**config.mk**
```make
export PLATFORM = sky130hd
export DESIGN_NAME = base_rslice
export DESIGN_NICKNAME = d
export VERILOG_FILES = /design/src/rtl/base_rslice.sv
export SDC_FILE = /design/constraint.sdc
export NUM_CORES = 1
export LEC_CHECK = 0
export ABC_CLOCK_PERIOD_IN_PS = 1460
export CAP_MARGIN = 25
export CORE_ASPECT_RATIO = 1.25
export CORE_MARGIN = 2
export CORE_UTILIZATION = 25
export CTS_CLUSTER_DIAMETER = 30
export DETAILED_ROUTE_END_ITERATION = 8
export GPL_TIMING_DRIVEN = 0
export PLACE_DENSITY_LB_ADDON = 0.15
export SLEW_MARGIN = 10
export SYNTH_ARGS = -nofsm -noshare
export SYNTH_HDL_FRONTEND = slang
export SYNTH_SLANG_ARGS = --single-unit
```
**constraint.sdc**
```tcl
create_clock -name clk -period 1.46 [get_ports clk]
set_input_delay 0.219 -clock clk [delete_from_list [all_inputs] [get_ports clk]]
set_output_delay 0.219 -clock clk [all_outputs]
set_load 0.005 [all_outputs]
```
**src/rtl/base_rslice.sv**
```systemverilog
// Registered valid/ready slice with a two-entry skid buffer; i_r and o_v/o_d come straight from flops.
// Define BASE_RSLICE_PAR_EN to carry and check an even-parity bit with each stored beat.
module base_rslice #(
  parameter int width = 8
) (
  input  logic             clk,
  input  logic             reset,
  input  logic             i_v,
  output logic             i_r,
  input  logic [width-1:0] i_d,
  input  logic             i_dp,
  output logic             o_v,
  input  logic             o_r,
  output logic [width-1:0] o_d,
  output logic             o_dp,
  output logic             o_perr
);

  function automatic logic parity(input logic [width-1:0] d);
    return ^d;
  endfunction

  logic             main_vld_p1;
  logic             skid_vld_p0;
  logic [width-1:0] main_d_p1;
  logic [width-1:0] skid_d_p0;
  logic             load_main;
  logic             load_skid;
  logic             pop_skid;

  // Main loads from the input when empty or when its beat leaves this cycle;
  // a beat arriving during a stall in ONE parks in the skid entry instead.
  assign load_main = i_v & ~skid_vld_p0 & (~main_vld_p1 | o_r);
  assign load_skid = i_v & main_vld_p1 & ~skid_vld_p0 & ~o_r;
  assign pop_skid  = skid_vld_p0 & o_r;

  assign i_r = ~skid_vld_p0;
  assign o_v = main_vld_p1;
  assign o_d = main_d_p1;

  // ---- stage p0 -> p1 : entry valid flops and data
  always_ff @(posedge clk or posedge reset) begin
    if (reset) begin
      main_vld_p1 <= 1'b0;
      skid_vld_p0 <= 1'b0;
      main_d_p1   <= '0;
      skid_d_p0   <= '0;
    end else begin
      main_vld_p1 <= skid_vld_p0 | (main_vld_p1 ? (i_v | ~o_r) : i_v);
      skid_vld_p0 <= skid_vld_p0 ? ~o_r : load_skid;
      if (load_main)
        main_d_p1 <= i_d;
      else if (pop_skid)
        main_d_p1 <= skid_d_p0;
      if (load_skid)
        skid_d_p0 <= i_d;
    end
  end

`ifdef BASE_RSLICE_PAR_EN
  logic main_dp_p1;
  logic skid_dp_p0;

  assign o_dp = main_dp_p1;

  // ---- stored parity follows the data path; error flagged after the bad beat leaves
  always_ff @(posedge clk or posedge reset) begin
    if (reset) begin
      main_dp_p1 <= 1'b0;
      skid_dp_p0 <= 1'b0;
      o_perr     <= 1'b0;
    end else begin
      if (load_main)
        main_dp_p1 <= i_dp;
      else if (pop_skid)
        main_dp_p1 <= skid_dp_p0;
      if (load_skid)
        skid_dp_p0 <= i_dp;
      o_perr <= main_vld_p1 & o_r & (parity(main_d_p1) ^ main_dp_p1);
    end
  end
`else
  logic unused_dp;

  assign unused_dp = i_dp;
  assign o_dp      = parity(main_d_p1);
  assign o_perr    = 1'b0;
`endif

endmodule

```
==> flow_metrics.tcl <==
set metrics [dict create \
    ctsHoldBuffers 0 \
    port_buffers 22 \
    finalClockSkew_ns 0.00237 \
    numClockSinks 18 \
    synth_area_leader_cell "dfrtp_1" \
    slowest_stage "dfrtp_1" \
    grt_pass1_vias 684 \
    setup_viol 1 \
    violations "negative setup slack" \
    antenna_found_initial 0 \
    crit_family "XOR/XNOR gates" \
    worstSetupEndpointType "output port" \
    synthesis.instances 63 \
    die_height_um 70.1 \
    die_x_um 56.9 \
    num-fill-cells 365 \
    synth_area_leaders "dfrtp_1, mux2_4, a221o_1" \
    pre_cts_slack_ns -0.210 \
    synth.top_cell.area_share_pct 51.6 \
    dr_wl_met2_um 1020 \
    layout.cells.non_filler 137 \
    wl_met1_um 863 \
    whs_ns 0.380 \
    drt_iter0_drc 10 \
    cts_made_buffers 3 \
    cts_tree "yes" \
    grt_use_total_pct 10.9 \
    dieArea_um2 3990 \
    synthDistinctLibCells 18 \
    yosysWarningCount 0 \
    tightest_slew_ns 0.705 \
    fin_ws_ns -0.0248 \
    cts_root_buffer "clkbuf_8" \
    start_util_pct 25.5 \
    drt_pass1_iterations 4 \
    area_delta_synth_final_pct 45.7 \
    fin_crit_sh_pct 102 \
    critPathRequiredTime_ns 1.24 \
    yosysSeqAreaShare_pct 51.6 \
    finalCriticalPeriod_ns 1.48 \
    worstHoldPathType "input port to async pin" \
    via_count 611 \
    cp_max_fo 2 \
    antenna_cells 0 \
    synth_nets 76 \
    post_drt_wl_per_cell_um 14.2 \
    multi_input_area_um2 392 \
    critPathLaunchType "flop" \
    slew_viol_final 0 \
    cp_common_cell "xnor2_1" \
    wirelength_um 1950 \
    status "complete, but fails checks" \
    ys_seq_elements 18 \
    htreeDepth 1 \
    maxCapViolations 0 \
    p_leak_nw 0.638 \
    vias_per_cell 4.46 \
    highest_layer "met3" \
    syn_avg_cell_area_um2 13.9 \
    total_power_mw 1.78 \
    io_pins 25 \
    max_slew_margin_pct 52.9 \
    drive_above_1_share_pct 31.6 \
    rsz0062_at_grt "true" \
    crit_chain "xor2_1, xnor2_1, xnor2_1, buf_2" \
    clock_path_buffers 2 \
    cts.clk_slew.worst_paths_ns 0.07 \
    dp.cells 124 \
    ant_nets 0 \
    fin_nets 113 \
    rrSetupSlack_ns 0.10 \
    wl_met3_um 64 \
    place_congestion 0.660 \
    peakVddDrop_v 0.000634 \
    fp-row-count 24 \
    clk_latency_ns 0.25 \
    max_stage_delay_ns 0.39 \
    critPathKind "flop to output port" \
    p_per_area_nw_per_um2 1400 \
    coreArea_um2 3420 \
    grt_start_max_net_pins 19 \
    finalHoldViolCount 0 \
    grt_pass1_wl_um 3320 \
    seq_area_um2 450 \
    crit_buf_inv 1 \
    netlist_area_um2 873 \
    drc 0 \
    clock.fmax_mhz 674 \
    dp_hpwl_um 1310 \
    tns_ns -0.0248 \
    crit_arrival_ns 1.27 \
    grt_overflow 0 \
]
[cell families (layout without fill, tap and decap cells)]
family                 Yosys count  count (layout)  synth area share, %
AO/OA/AOI/OAI                   10              10                 11.5
multiplexers                     8               8                 13.8
other                            1               1                0.429
AND/OR/NAND/NOR                 13              13                 11.3
flip-flops                      18              18                 51.6
buffers and inverters            6              41                 4.44
XOR/XNOR                         7               7                 7.02
[Yosys cell counts (all sizes together)]
cell,number
nor3b,1
o21bai,1
conb,1
mux2,8
o22ai,1
or3,1
nor2b,1
nor2,1
xnor2,6
xor2,1
buf,4
and3,9
inv,2
dfrtp,18
a221o,8
[layout by cell type (no fill, tap or decap)]
| cell type | count |
|---|---|
| dfrtp_1 | 18 |
| clkdlybuf4s50_1 | 15 |
| buf_4 | 11 |
| and3_1 | 9 |
| a221o_1 | 8 |
| mux2_4 | 8 |
| xnor2_1 | 5 |
| dlymetal6s2s_1 | 4 |
| clkbuf_8 | 3 |
| buf_2 | 2 |
| buf_6 | 2 |
| dlygate4sd2_1 | 2 |
| nor2_1 | 1 |
| o22ai_2 | 1 |
| nor2b_4 | 1 |
| nor3b_4 | 1 |
| inv_2 | 1 |
| or3_1 | 1 |
| o21bai_1 | 1 |
| xor2_1 | 1 |
| xnor2_2 | 1 |
| inv_1 | 1 |
| conb_1 | 1 |
[sequential cells by signal (all words and copies together), names as in the netlist]
register,count
o_v,1
o_d,8
skid_d_p0,8
skid_vld_p0,1
[final timing paths]
path	start	end	depth (start not counted)
setup / recovery	o_d[7]	o_dp	4
hold / removal	reset	o_d[1]	2
setup reg to reg	o_v	skid_d_p0[7]	4
hold reg to reg	skid_d_p0[3]	skid_d_p0[3]	1
max in group asynchronous	reset	o_d[3]	2
min in group clk	skid_d_p0[3]	skid_d_p0[3]	1
[power by group]
group / internal (mW) / switching [mW]
clock network: 0.183 / 0.160
logic: 0.484 / 0.244
registers: 0.622 / 0.0831
total: 1.29 / 0.488
[per-layer routing]
| layer | vias up | global-route usage, % |
|---|---|---|
| met1 | 299 | 13.9 |
| met4 | 0 | 6.20 |
| met2 | 14 | 17.7 |
| li1 | 298 | - |
| met3 | 0 | 0.926 |
| met5 | - | 0 |
[stage by stage]
stage | instance area (um2) | util, %
finish | 1270 | 37.2
global route | 1270 | 37.2
CTS | 1240 | 36.2
detailed placement | 1140 | 33.4
global placement | 1140 | 33.4
floorplan | 873 | -
[final cells by class]
cell class | instances | area share, %
clock buffers | 3 | 3.24
plain buffers | 4 | 2.46
multi-input cells | 39 | 30.8
inverters | 2 | 0.590
flip-flops and latches | 18 | 35.4
repair buffers | 32 | 23.7
well taps | 39 | 3.83
[what timing repair did]
action	4_1_cts	5_1_grt
buffers inserted	7	3
resized for setup	8	4
endpoints found under the setup margin	2	13
pin swaps	3	3
Note: power is estimated with default switching activity, not from simulation.
